File: config.mk
export PLATFORM = sky130hd
export DESIGN_NAME = atan_flat
export DESIGN_NICKNAME = d
export VERILOG_FILES = /design/src/rtl/atan_if.sv /design/src/rtl/atan.sv /design/src/flat_wrapper.sv
export SDC_FILE = /design/constraint.sdc
export NUM_CORES = 1
export LEC_CHECK = 0
export ABC_AREA = 0
export CAP_MARGIN = 20
export CORE_UTILIZATION = 60
export CTS_CLUSTER_DIAMETER = 30
export DETAILED_ROUTE_END_ITERATION = 10
export DONT_BUFFER_PORTS = 1
export PLACE_DENSITY_LB_ADDON = 0.1
export SYNTH_ARGS = -nofsm -noshare
export SYNTH_HDL_FRONTEND = slang
export SYNTH_SLANG_ARGS = --single-unit
File: constraint.sdc
create_clock -name clk -period 5.9 [get_ports clk]
set_clock_uncertainty 0.2 [all_clocks]
set_input_delay 1.18 -clock clk [delete_from_list [all_inputs] [get_ports clk]]
set_output_delay 1.18 -clock clk [all_outputs]
set_load 0.02 [all_outputs]
File: src/rtl/atan_if.sv
// rtl/atan_if.sv - start/done request bus carrying the BF16 operand and arctan result
interface atan_if;
  logic        start;
  logic [15:0] a;
  logic [15:0] result;
  logic        error;
  logic        done;
  logic        busy;

  modport master (
    output start,
    output a,
    input  result,
    input  error,
    input  done,
    input  busy
  );

  modport slave (
    input  start,
    input  a,
    output result,
    output error,
    output done,
    output busy
  );
endinterface

File: src/rtl/atan.sv
// rtl/atan.sv - BF16 arctan in degrees via CORDIC vectoring with a degree-domain angle table
module atan #(
  parameter int ITER = 16,
  parameter int FRAC = 22
) (
  input logic   clk,
  input logic   rst,
  atan_if.slave bus
);

  localparam int                IW       = (ITER > 1) ? $clog2(ITER) : 1;
  localparam logic signed [31:0] Z_MAX    = 32'sd90 <<< FRAC;
  localparam logic signed [9:0]  FRAC_E   = 10'(FRAC);
  localparam logic signed [9:0]  MSH      = 10'(FRAC - 7);
  localparam logic [7:0]         EXP_BIAS = 8'(127 - FRAC);

  typedef enum logic [2:0] {IDLE, UNPACK, ITERATE, PACK, OUTPUT} state_t;

  state_t             state, state_next;
  logic [15:0]        a_q;
  logic               sign_q;
  logic signed [31:0] x_q, y_q, z_q;
  logic [IW-1:0]      iter_q;
  logic [15:0]        result_q;
  logic               error_q, done_q, busy_q;

  logic [7:0]         exp_f;
  logic [6:0]         frac_f;
  logic signed [9:0]  e_s, ysh;
  logic [4:0]         xsh;
  logic               is_nan, is_sat, special;
  logic [15:0]        special_result;
  logic [31:0]        mant32;
  logic signed [31:0] x_init, y_init;

  logic signed [31:0] shx, shy, x_nx, y_nx, z_nx;

  logic signed [31:0] zc;
  logic [4:0]         lead;
  logic [31:0]        norm;
  logic [7:0]         top, msum, pack_exp;
  logic [15:0]        pack_result;

  // atan(2^-i) in degrees scaled by 2^22; entries beyond 15 contribute nothing
  function automatic logic signed [31:0] atan_tab(input int i);
    case (i)
      0:       return 32'sd188743680;
      1:       return 32'sd111421900;
      2:       return 32'sd58872272;
      3:       return 32'sd29884485;
      4:       return 32'sd15000234;
      5:       return 32'sd7507429;
      6:       return 32'sd3754631;
      7:       return 32'sd1877430;
      8:       return 32'sd938729;
      9:       return 32'sd469366;
      10:      return 32'sd234683;
      11:      return 32'sd117342;
      12:      return 32'sd58671;
      13:      return 32'sd29335;
      14:      return 32'sd14668;
      15:      return 32'sd7334;
      default: return 32'sd0;
    endcase
  endfunction

  // Decode the latched operand: special-case classification and CORDIC prescale
  always_comb begin
    exp_f  = a_q[14:7];
    frac_f = a_q[6:0];
    e_s    = $signed({2'b00, exp_f}) - 10'sd127;
    is_nan = (exp_f == 8'hFF) && (frac_f != 7'd0);
    is_sat = !is_nan && ((exp_f == 8'hFF) || (e_s > 10'sd28));
    special = is_nan || is_sat || (exp_f == 8'd0) || (e_s < -10'sd20);
    special_result = 16'h0000;
    if (is_nan) begin
      special_result = 16'hFFC0;
    end else if (is_sat) begin
      special_result = a_q[15] ? 16'hC2B4 : 16'h42B4;
    end
    mant32 = {24'd0, 1'b1, frac_f};
    ysh    = e_s + MSH;
    xsh    = 5'(FRAC_E - e_s);
    if (e_s >= 0) begin
      // Large operands: keep y at full scale and shrink x; beyond FRAC x vanishes and the angle tends to 90
      y_init = $signed(mant32 << MSH[4:0]);
      x_init = (e_s > FRAC_E) ? 32'sd0 : $signed(32'd1 << xsh);
    end else begin
      // Small operands: x stays at 1.0 and y is scaled down, dropping bits below the LSB
      y_init = (ysh >= 0) ? $signed(mant32 << 5'(ysh)) : $signed(mant32 >> 5'(-ysh));
      x_init = $signed(32'd1 << FRAC_E[4:0]);
    end
  end

  // One CORDIC vectoring micro-rotation, driving y toward zero
  always_comb begin
    shx = x_q >>> iter_q;
    shy = y_q >>> iter_q;
    if (!y_q[31]) begin
      x_nx = x_q + shy;
      y_nx = y_q - shx;
      z_nx = z_q + atan_tab(int'(iter_q));
    end else begin
      x_nx = x_q - shy;
      y_nx = y_q + shx;
      z_nx = z_q - atan_tab(int'(iter_q));
    end
  end

  // Clamp the accumulated angle and round it to BF16 (half-up on the bit below the mantissa)
  always_comb begin
    if (z_q < 0) begin
      zc = 32'sd0;
    end else if (z_q > Z_MAX) begin
      zc = Z_MAX;
    end else begin
      zc = z_q;
    end
    lead = 5'd0;
    for (int k = 0; k < 32; k++) begin
      if (zc[k]) lead = 5'(k);
    end
    norm     = zc << (5'd31 - lead);
    top      = 8'(norm >> 23);
    msum     = {1'b0, top[7:1]} + {7'd0, top[0]};
    pack_exp = EXP_BIAS + {3'd0, lead} + {7'd0, msum[7]};
    pack_result = (zc == 32'sd0) ? 16'h0000 : {sign_q, pack_exp, msum[6:0]};
  end

  // State register
  always_ff @(posedge clk or posedge rst) begin
    if (rst) state <= IDLE;
    else     state <= state_next;
  end

  // Next-state logic; a start coinciding with the done pulse is not accepted
  always_comb begin
    state_next = state;
    case (state)
      IDLE:    if (bus.start && !done_q) state_next = UNPACK;
      UNPACK:  state_next = special ? OUTPUT : ITERATE;
      ITERATE: if (iter_q == IW'(ITER - 1)) state_next = PACK;
      PACK:    state_next = OUTPUT;
      OUTPUT:  state_next = IDLE;
      default: state_next = IDLE;
    endcase
  end

  // Datapath and output registers
  always_ff @(posedge clk or posedge rst) begin
    if (rst) begin
      a_q      <= 16'h0000;
      sign_q   <= 1'b0;
      x_q      <= 32'sd0;
      y_q      <= 32'sd0;
      z_q      <= 32'sd0;
      iter_q   <= '0;
      result_q <= 16'h0000;
      error_q  <= 1'b0;
      done_q   <= 1'b0;
      busy_q   <= 1'b0;
    end else begin
      done_q <= 1'b0;
      case (state)
        IDLE: begin
          if (bus.start && !done_q) begin
            a_q     <= bus.a;
            error_q <= 1'b0;
            busy_q  <= 1'b1;
          end
        end
        UNPACK: begin
          sign_q <= a_q[15];
          iter_q <= '0;
          if (special) begin
            result_q <= special_result;
            error_q  <= is_nan;
          end else begin
            x_q <= x_init;
            y_q <= y_init;
            z_q <= 32'sd0;
          end
        end
        ITERATE: begin
          x_q    <= x_nx;
          y_q    <= y_nx;
          z_q    <= z_nx;
          iter_q <= iter_q + IW'(1);
        end
        PACK: begin
          result_q <= pack_result;
        end
        OUTPUT: begin
          done_q <= 1'b1;
          busy_q <= 1'b0;
        end
        default: ;
      endcase
    end
  end

  assign bus.result = result_q;
  assign bus.error  = error_q;
  assign bus.done   = done_q;
  assign bus.busy   = busy_q;

endmodule

File: src/flat_wrapper.sv
// flat-port wrapper written by rule: the top's interface ports become plain ports
module atan_flat 
#(
  parameter int ITER = 16,
  parameter int FRAC = 22
)
  (clk, rst, bus_start, bus_a, bus_result, bus_error, bus_done, bus_busy);
  atan_if bus_i ();
  input logic clk;
  input logic rst;
  input wire logic [$bits(bus_i.start)-1:0] bus_start;
  input wire logic [$bits(bus_i.a)-1:0] bus_a;
  output wire logic [$bits(bus_i.result)-1:0] bus_result;
  output wire logic [$bits(bus_i.error)-1:0] bus_error;
  output wire logic [$bits(bus_i.done)-1:0] bus_done;
  output wire logic [$bits(bus_i.busy)-1:0] bus_busy;
  assign bus_i.start = bus_start;
  assign bus_i.a = bus_a;
  assign bus_result = bus_i.result;
  assign bus_error = bus_i.error;
  assign bus_done = bus_i.done;
  assign bus_busy = bus_i.busy;
  atan #(.ITER(ITER), .FRAC(FRAC)) u_core (.clk(clk), .rst(rst), .bus(bus_i));
endmodule
# [Word level (Yosys, flattened, before mapping)]
# Memories as Yosys holds them, arrays and structs flattened.
# Cells that the tools add are included.
[word_totals] register_bits=139 romBits=896 out_inout_bits=19 mem_count=2
[memory_table] name="(name not given)" words=16 word_bits=28 rd=1 rd_ports_with_merged_regs=0 wr=0 line_no="atan.sv:46" rtl="case (i)"
[memory_table] name="(name not given)" words=16 word_bits=28 rd=1 rd_ports_with_merged_regs=0 wr=0 line_no="atan.sv:46"
[op_classes] addsub=15 order_cmp=7 n_eq_ne=10 shifts=6 muxes=65 reduce_logical=23
[op_table] op="$mux 32" count=14
[op_table] op="$pmux 32 s2" count=3
[op_table] op="$add 32x32->32" count=3
[op_table] op="$sub 32x32->32" count=3
[op_table] op="$mux 16" count=5
[op_table] op="$mux 5" count=16
[op_table] op="$sshr 32x4->32" count=2
[op_table] op="$gt 32x30->1 const B" count=1
[op_table] op="$logic_not 32->1" count=1
[op_table] op="$lt 32x1->1 const B" count=1
[op_table] op="$mux 4" count=8
[op_table] op="$pmux 16 s2" count=1
[op_table] op="$shl 1x5->32 const A" count=1
[op_table] op="$shl 32x5->31" count=1
[op_table] op="$shl 8x5->32" count=1
[op_table] op="$shr 8x5->32" count=1
[op_table] op="$mux 3" count=7
[op_table] op="$gt 9x6->1 const B" count=2
[op_table] op="$pmux 3 s4" count=1
[op_table] op="$add 9x5->10 const B" count=1
[op_table] op="$ge 10x1->1 const B" count=1
[op_table] op="$reduce_and 2->1" count=5
[op_table] op="$sub 5x5->5 const A" count=2
[op_table] op="$ge 9x1->1 const B" count=1
[op_table] op="26 further kinds" count=44

# [Logic depth before layout (Yosys ltp)]
# Gate-level depths: netlist of the first run.
[depth] word_depth=40 ltp_mapped=30 mapped_depth_nobuf=25

# [Least setup slack after synthesis of the first run]
# OpenSTA, ideal clock, no wires.
[synth_path] kind="register to register" start="reg u_core.iter_q[2]" end="reg u_core.x_q[31]" setup_time_ns=0.139 arrival_ns=6.127 setup_slack_ns=-0.567 path_stages_with_launch=28 cell_sequence="dfrtp_1 > buf_2 > buf_1 > clkbuf_1 > buf_1 > clkbuf_1 > buf_1 > clkbuf_1 > nand2_1 > nand2_1 > nand2_1 > o21a_1 > ha_1 > and2_1 > a21oi_1 > xnor2_1 > ha_1 > a21o_1 > a21oi_1 > o21ai_0 > a22o_1 > o211a_1 > o31ai_1 > a21oi_1 > a221o_1 > a21oi_1 > nand2b_1 > o221ai_1"
[synth_between] elab_chain_len=4 word_cells_on_any_way=5
[synth_lines] item="start, declared" line_no="atan.sv:23" rtl="logic [IW-1:0] iter_q;"
[synth_lines] item="start signal, assigned" line_no="atan.sv:188" rtl="iter_q <= iter_q + IW'(1);"
[synth_lines] item="$sshr 32x4->32 *" line_no="atan.sv:98" rtl="shy = y_q >>> iter_q;"
[synth_lines] item="$add 32x32->32 or $sub 32x32->32 (tied branches)" line_no="atan.sv:100, atan.sv:104"
[synth_lines] item="$mux 32 *" line_no="atan.sv:99" rtl="if (!y_q[31]) begin"
[synth_lines] item="$pmux 32 s2 *" line_no="atan.sv:164" rtl="case (state)"
[synth_lines] item="end signal, assigned" line_no="atan.sv:179" rtl="x_q <= x_init;"
[synth_lines] item="end signal, assigned" line_no="atan.sv:185" rtl="x_q <= x_nx;"
[synth_lines] item="end, declared" line_no="atan.sv:22" rtl="logic signed [31:0] x_q, y_q, z_q;"
# Every way passes the cells marked *; elsewhere a longest branch is shown, timed or not.
# A chain may end at the register's enable or synchronous reset.

# [Worst setup path after layout of the first run]
[layout_path] start="reg u_core.iter_q[0]" end="reg u_core.y_q[31]"
[layout_between] elab_chain_len=4 word_cells_on_any_way=5
[layout_lines] item="$sshr 32x4->32 *" line_no="atan.sv:97" rtl="shx = x_q >>> iter_q;"
[layout_lines] item="$sub 32x32->32 or $add 32x32->32 (tied branches)" line_no="atan.sv:101, atan.sv:105"
[layout_lines] item="$mux 32 *" line_no="atan.sv:99"
[layout_lines] item="$pmux 32 s2 *" line_no="atan.sv:164"
[layout_lines] item="end signal, assigned" line_no="atan.sv:180" rtl="y_q <= y_init;"
[layout_lines] item="end signal, assigned" line_no="atan.sv:186" rtl="y_q <= y_nx;"
[layout_lines] item="end, declared" line_no="atan.sv:22"
# Marks and branches as above.

==> results of run 1 <==
-- what timing repair did --
item	CTS	global route
gates cloned	0	2
setup endpoints to repair	7	34
gates resized for setup	3	70
pin swaps	0	8
hold endpoints to repair	0	0
buffers inserted	0	12
-- flip-flops by register name, indices dropped and copies added, names as in the netlist --
register	flops
u_core.x_q	32
u_core.y_q	32
u_core.z_q	32
u_core.a_q	16
u_core.bus.result	16
u_core.iter_q	4
u_core.state	3
u_core.bus.busy	1
u_core.bus.done	1
u_core.bus.error	1
u_core.sign_q	1
-- cells by family after synthesis --
kind of cell,Yosys count,synth area share (%)
AND/OR/NAND/NOR,773,19.6
AO/OA/AOI/OAI,727,25.5
buffers and inverters,217,4.71
XOR/XNOR,175,8.22
multiplexers,169,15.0
flip-flops,139,18.7
adder cells (fa/ha/maj),121,8.24
-- final cells by class --
cell class | instances | area [um^2] | area share, %
timing repair buffer | 129 | 1090 | 5.32
tap | 396 | 495 | 2.41
inverter | 77 | 297 | 1.44
clock inverter | 12 | 124 | 0.602
sequential | 139 | 3490 | 17.0
multi-input combinational | 1965 | 14600 | 71.0
clock buffer | 20 | 457 | 2.22
antenna | 1 | 2.50 | 0.0122
-- how the worst max path moves through the flow --
stage | start | end
after detailed placement | u_core.z_q[27] | u_core.bus.result[9]
final | u_core.iter_q[0] | u_core.y_q[31]
after CTS | u_core.iter_q[1] | u_core.z_q[31]
after floorplan | u_core.iter_q[2] | u_core.x_q[31]
after global routing | u_core.iter_q[0] | u_core.y_q[31]
after global placement | u_core.z_q[27] | u_core.bus.result[9]
-- through the flow --
stage	hold WS [ns]	utilization (%)	cell area (um^2)	worst slack, ns
floorplan	0.245	-	18700	0.0288
CTS	0.282	65.7	20100	0.0208
global route	0.318	67.2	20600	-0.0116
finish	0.287	67.2	20600	0.191
global placement	0.260	63.8	19500	-0.0443
detailed placement	0.273	63.8	19500	-0.196
-- cells in the final DEF (no fill, tap or decap), types with 25 or more instances in the layout --
| cell type | n |
|---|---|
| a21o_1 | 32 |
| a21oi_1 | 162 |
| a31oi_1 | 33 |
| buf_4 | 119 |
| dfrtp_1 | 129 |
| ha_1 | 116 |
| inv_1 | 72 |
| mux2_2 | 44 |
| mux2i_1 | 40 |
| mux4_2 | 84 |
| nand2_1 | 236 |
| nand2b_1 | 36 |
| nand3_1 | 43 |
| nor2_1 | 218 |
| nor2b_1 | 25 |
| nor3_1 | 64 |
| o21a_1 | 40 |
| o21ai_0 | 181 |
| xnor2_1 | 104 |
| xor2_1 | 71 |
-- layer usage --
| layer | up-vias | global-route usage [%] |
|---|---|---|
| li1 | 8686 | - |
| met1 | 9307 | 50.1 |
| met2 | 1027 | 63.8 |
| met3 | 204 | 7.14 |
| met4 | 0 | 20.3 |
| met5 | - | 0 |
==> summary.md, run 1 <==
| Metric | Value |
|---|---|
| First-pass GRT wire length | `97,000 um` |
| Hold Path Sink | `u_core.state[0]` |
| Number of flops mapped to enable cells by yosys | `0` |
| Share of cells above drive strength 1 | `16.5%` |
| 1st-iter DRT viols | `2,548` |
| Syn Area/Cell | `8.03 um^2` |
| Syn nets | `2,461` |
| Headroom to the max-slew limit | `33.0%` |
| Final wirelength | `62,400 um` |
| Remaining antenna violation count | `0` |
| RSZ-0062 raised after global routing | `true` |
| Top sig layer | `met4` |
| Hold Crit Start | `u_core.state[0]` |
| CP Max Fanout | `11` |
| Chip width | `178 um` |
| Final count of pins violating max slew | `0` |
| Critical Path AT | `5.80 ns` |
| Largest net degree at the start of global routing | `93` |
| Via-per-instance ratio | `7.02` |
| Sequential area share after synthesis | `18.7%` |
| Initial Util | `60.9%` |
| Synthesized cell area | `0.0186 mm^2` |
| Critical setup path kind | `reg2reg` |
| Met1 wire length | `24,500 um` |
| Count of hold-fix buffers inserted at cts | `0` |
| Setup TNS | `0 ns` |
| Delay-heaviest family, CP | `simple AND/OR/NAND/NOR gates` |
| R2r setup slk | `0.19 ns` |
| Outcome | `completed` |
| Worst path max stage delay | `0.55 ns` |
| Ys flop type | `dfrtp_1` |
| Critical path launch point type | `flip-flop` |
| Fin nets | `2,469` |
| DR WL met2 | `29,400 um` |
| Input/output buffers | `0` |
| Crit-path cells | `buf_12 > mux4_2 > mux4_2 > or3_4 > or3_1 > nand3b_4 > nor2_2 > and2_2 > nor2b_1 > nor2_1 > xor2_1 > ha_2 > nor2b_1 > a311oi_2 > buf_4 > or2_4 > a211o_1 > a31oi_2 > xor2_1 > o22ai_1` |
| R2R cell count | `20` |
| Most frequent cells after synthesis | `nand2_1 (238), nor2_1 (226), o21ai_0 (186), a21oi_1 (171), dfrtp_1 (139)` |
| WHS Path Cells | `1` |
| RR Endpoint | `u_core.y_q[31]` |
| Routed vias | `19,224` |
| Synth Register Bits | `139` |
| Clk sinks | `139` |
| Non-filler cells, final | `2,739` |
| Worst-Margin Slew | `0.997 ns` |
| Crit end category | `flip-flop` |
| Synth Warn # | `0` |
| Htree depth | `4` |
| Number of max-cap violations | `0` |
| Total GRT Usage | `39.4%` |
| Post-Place Cells | `2,692` |
| Final Hold Viols | `0` |
| Die Ht | `178 um` |
| Ys async rst share | `100%` |
| Die ar. | `0.0318 mm^2` |
| Root Driver | `clkbuf_16` |
| Yosys top cell area share | `18.7%` |
| Min Clock Period, post-route | `5.71 ns` |
| Inserted Clock Buffers | `17` |
| Count leader, synth | `nand2_1` |
| Max Clk Rate | `175 MHz` |
| Antenna violations before repair | `1` |
| Setup-failing EPs final | `0` |
| Wire per inst | `22.8 um` |
| Area contributors post-synth | `dfrtp_1 (19%), mux4_2 (10%), ha_1 (7.9%)` |
| Core ar. | `0.0306 mm^2` |
| CP required | `5.99 ns` |
| I/O pins | `38` |
| Worst reg2reg path startpoint | `u_core.iter_q[0]` |
| Pre-antenna DRT Iters | `6` |
| Met3 Wirelength | `5310 um` |
| Total gr overflow | `0` |
| CTS tree | `yes` |
| FP Rows | `64` |
| Syn Inst Count | `2,321` |
| CTS max path bufs | `2` |
| Clk_lat worst skew | `0.45 ns` |
| DRC | `0` |
| Final Cycle Share | `96.8%` |
| Buffers plus inverters on the worst setup path | `2` |
| Class of the worst hold path | `reg2reg` |
| Worst path depth | `20` |
| Distinct cells, synth | `89` |
| Hpwl dp | `47,100 um` |
| Critical-path top delay cell | `mux4_2` |
| Vias in the first global route | `17,414` |
| Post-synth top area cell | `dfrtp_1` |
| Area Growth Syn to Fin | `10.4%` |
| CTS clock-pin slew for the worst setup and hold paths | `0.07 ns` |
| GPL Wtd Cong | `1.00` |
| Fill cells | `2,628` |
Power of run 1 is not shown: default switching activity piles up to over one toggle a cycle in this logic, so the estimate is an artifact.
==> inputs of run 2 (changes only) <==
CORE_ASPECT_RATIO = 1.1   (was unset)
==> run 2 against run 1 <==
Die area hardly changed. Register-to-register slack hardly changed. Critical path depth is 1 lower. Sequential share of layout area is 0.12 points higher. Worst hold slack better by 0.0017 ns. Via count is 1.2% lower. Critical path type unchanged. Routed wire length is 1.7% higher. Sequential cell count stayed put. Count of clock-buffer cells in the layout is 2 lower. Fmax is 0.20% lower. Global-route usage is 1.0 points higher.
==> summary.md, run 2 (synthesized netlist as in run 1, its figures left out) <==
| Metric | Value |
|---|---|
| Outcome | `completed` |
| Chip width | `170 um (-4.6%)` |
| Count of hold-fix buffers inserted at cts | `0 (unchanged)` |
| Setup TNS | `0 ns (unchanged)` |
| GPL Wtd Cong | `0.977 (-2.7%)` |
| Cell Area, Placed | `0.0195 mm^2 (-0.12%)` |
| Largest net degree at the start of global routing | `84 (-9.7%)` |
| Final wirelength | `63,500 um (+1.7%)` |
| DRC | `0 (unchanged)` |
| Final Hold Viols | `0 (unchanged)` |
| Fill cells | `2,639 (+0.42%)` |
| RSZ-0062 raised after global routing | `true` |
| FP Rows | `67 (+4.7%)` |
| Input/output buffers | `0 (unchanged)` |
| Routed vias | `18,995 (-1.2%)` |
| Buffers plus inverters on the worst setup path | `1 (-1)` |
| Most common cell after layout, fill and taps aside | `nand2_1` |
| Final hold slack | `0.288 ns (+0.00167 ns)` |
| Antenna violations before repair | `0 (-1)` |
| Worst-Margin Slew | `1.06 ns (+0.0663 ns)` |
| R2r setup slk | `0.18 ns (about the same)` |
| Diode count | `0 (-1)` |
| Die Ht | `187 um (+4.8%)` |
| First-pass GRT wire length | `101,000 um (+3.7%)` |
| Final instance area | `0.0204 mm^2 (-0.81%)` |
| Non-filler cells, final | `2,738 (-0.037%)` |
| Fin nets | `2,451 (-0.73%)` |
| Critical Path AT | `5.85 ns (+0.05 ns)` |
| Crit end category | `flip-flop` |
| Inserted Clock Buffers | `17 (unchanged)` |
| Worst path max stage delay | `0.58 ns (+0.03 ns)` |
| Class of the worst hold path | `reg2reg` |
| Headroom to the max-slew limit | `28.9% (-4.1 points)` |
| CTS max path bufs | `2 (unchanged)` |
| Critical-path top delay cell | `mux4_2` |
| Final count of pins violating max slew | `0 (unchanged)` |
| Share of cells above drive strength 1 | `15.4% (-1.1 points)` |
| Clk_lat worst skew | `0.46 ns (about the same)` |
| Area Growth Syn to Fin | `9.45%` |
| Remaining antenna violation count | `0 (unchanged)` |
| I/O pins | `38 (unchanged)` |
| Critical path launch point type | `flip-flop` |
| Post-Place Cells | `2,704 (+0.45%)` |
| 1st-iter DRT viols | `1,900 (-25%)` |
| Min Clock Period, post-route | `5.72 ns (+0.0112 ns)` |
| Delay-heaviest family, CP | `simple AND/OR/NAND/NOR gates` |
| Hpwl dp | `48,000 um (+1.8%)` |
| Core ar. | `0.0305 mm^2 (-0.25%)` |
| Critical setup path kind | `reg2reg` |
| Vias in the first global route | `18,215 (+4.6%)` |
| Initial Util | `61.1% (+0.15 points)` |
| Crit-path cells | `buf_12 > mux4_2 > mux4_2 > or3_1 > or3_1 > nand3b_4 > nor2_1 > a31oi_1 > xnor2_1 > ha_1 > and3_1 > a21oi_1 > nor2b_1 > a311oi_2 > or2_2 > a211o_1 > a31oi_1 > xor2_1 > o22ai_1` |
| Clk sinks | `139 (unchanged)` |
| Commonest non-fill, non-tap cells in the layout | `nand2_1 (237), nor2_1 (222), o21ai_0 (183)` |
| Root Driver | `clkbuf_16` |
| CTS clock-pin slew for the worst setup and hold paths | `0.07 ns (about the same)` |
| Total GRT Usage | `40.4% (+1.0 points)` |
| Number of max-cap violations | `0 (unchanged)` |
| Via-per-instance ratio | `6.94 (-1.2%)` |
| Htree depth | `4 (unchanged)` |
| Pre-antenna DRT Iters | `6 (unchanged)` |
| CP required | `6.03 ns (+0.04 ns)` |
| Die ar. | `0.0318 mm^2 (about the same)` |
| Largest regs | `u_core.x_q (32), u_core.y_q (32), u_core.z_q (32)` |
| Max Clk Rate | `175 MHz (-0.20%)` |
| CTS tree | `yes` |
| Setup-failing EPs final | `0 (unchanged)` |
| Wire per inst | `23.2 um (+1.7%)` |
| Total gr overflow | `0 (unchanged)` |
| CP Max Fanout | `20 (+9)` |
| Final Cycle Share | `97.0% (+0.19 points)` |
## run 2: area by class of cell
type / count / area (um^2) / area share, %
multi-input combinational: 1965 / 14500 / 71.3
sequential: 139 / 3490 / 17.1
timing repair buffer: 111 / 908 / 4.45
tap: 414 / 518 / 2.54
clock buffer: 18 / 439 / 2.15
inverter: 77 / 294 / 1.44
clock inverter: 14 / 209 / 1.02
## run 2: metal layers
metal  part of all wire, %  track usage, %
met1                    38            48.7
met2                    48            67.4
met3                   6.8            5.76
met4                   6.9            25.7
met5                     0               0
## run 2: final timing paths
path / to / start / cells after the start
max: u_core.y_q[31] / u_core.iter_q[0] / 19
min: u_core.state[0] / u_core.state[0] / 1
max reg2reg: u_core.y_q[31] / u_core.iter_q[0] / 19
min reg2reg: u_core.state[0] / u_core.state[0] / 1
max in group asynchronous: u_core.iter_q[0] / rst / 2
min in group asynchronous: u_core.bus.result[13] / rst / 1
## run 2: through the flow
stage / setup slack [ns] / utilization, %
after CTS: 0.0267 / 66.0
final: 0.180 / 66.9
after detailed placement: 0.0666 / 63.9
after global routing: -0.0322 / 66.9
after floorplan: 0.0288 / -
after global placement: 0.179 / 63.9
## run 2: timing repair
action | 4_1_cts | 5_1_grt
setup buffers | 0 | 1
setup endpoints to repair | 0 | 32
resized for setup | 0 | 48
Power of run 2 is left out for the same reason.
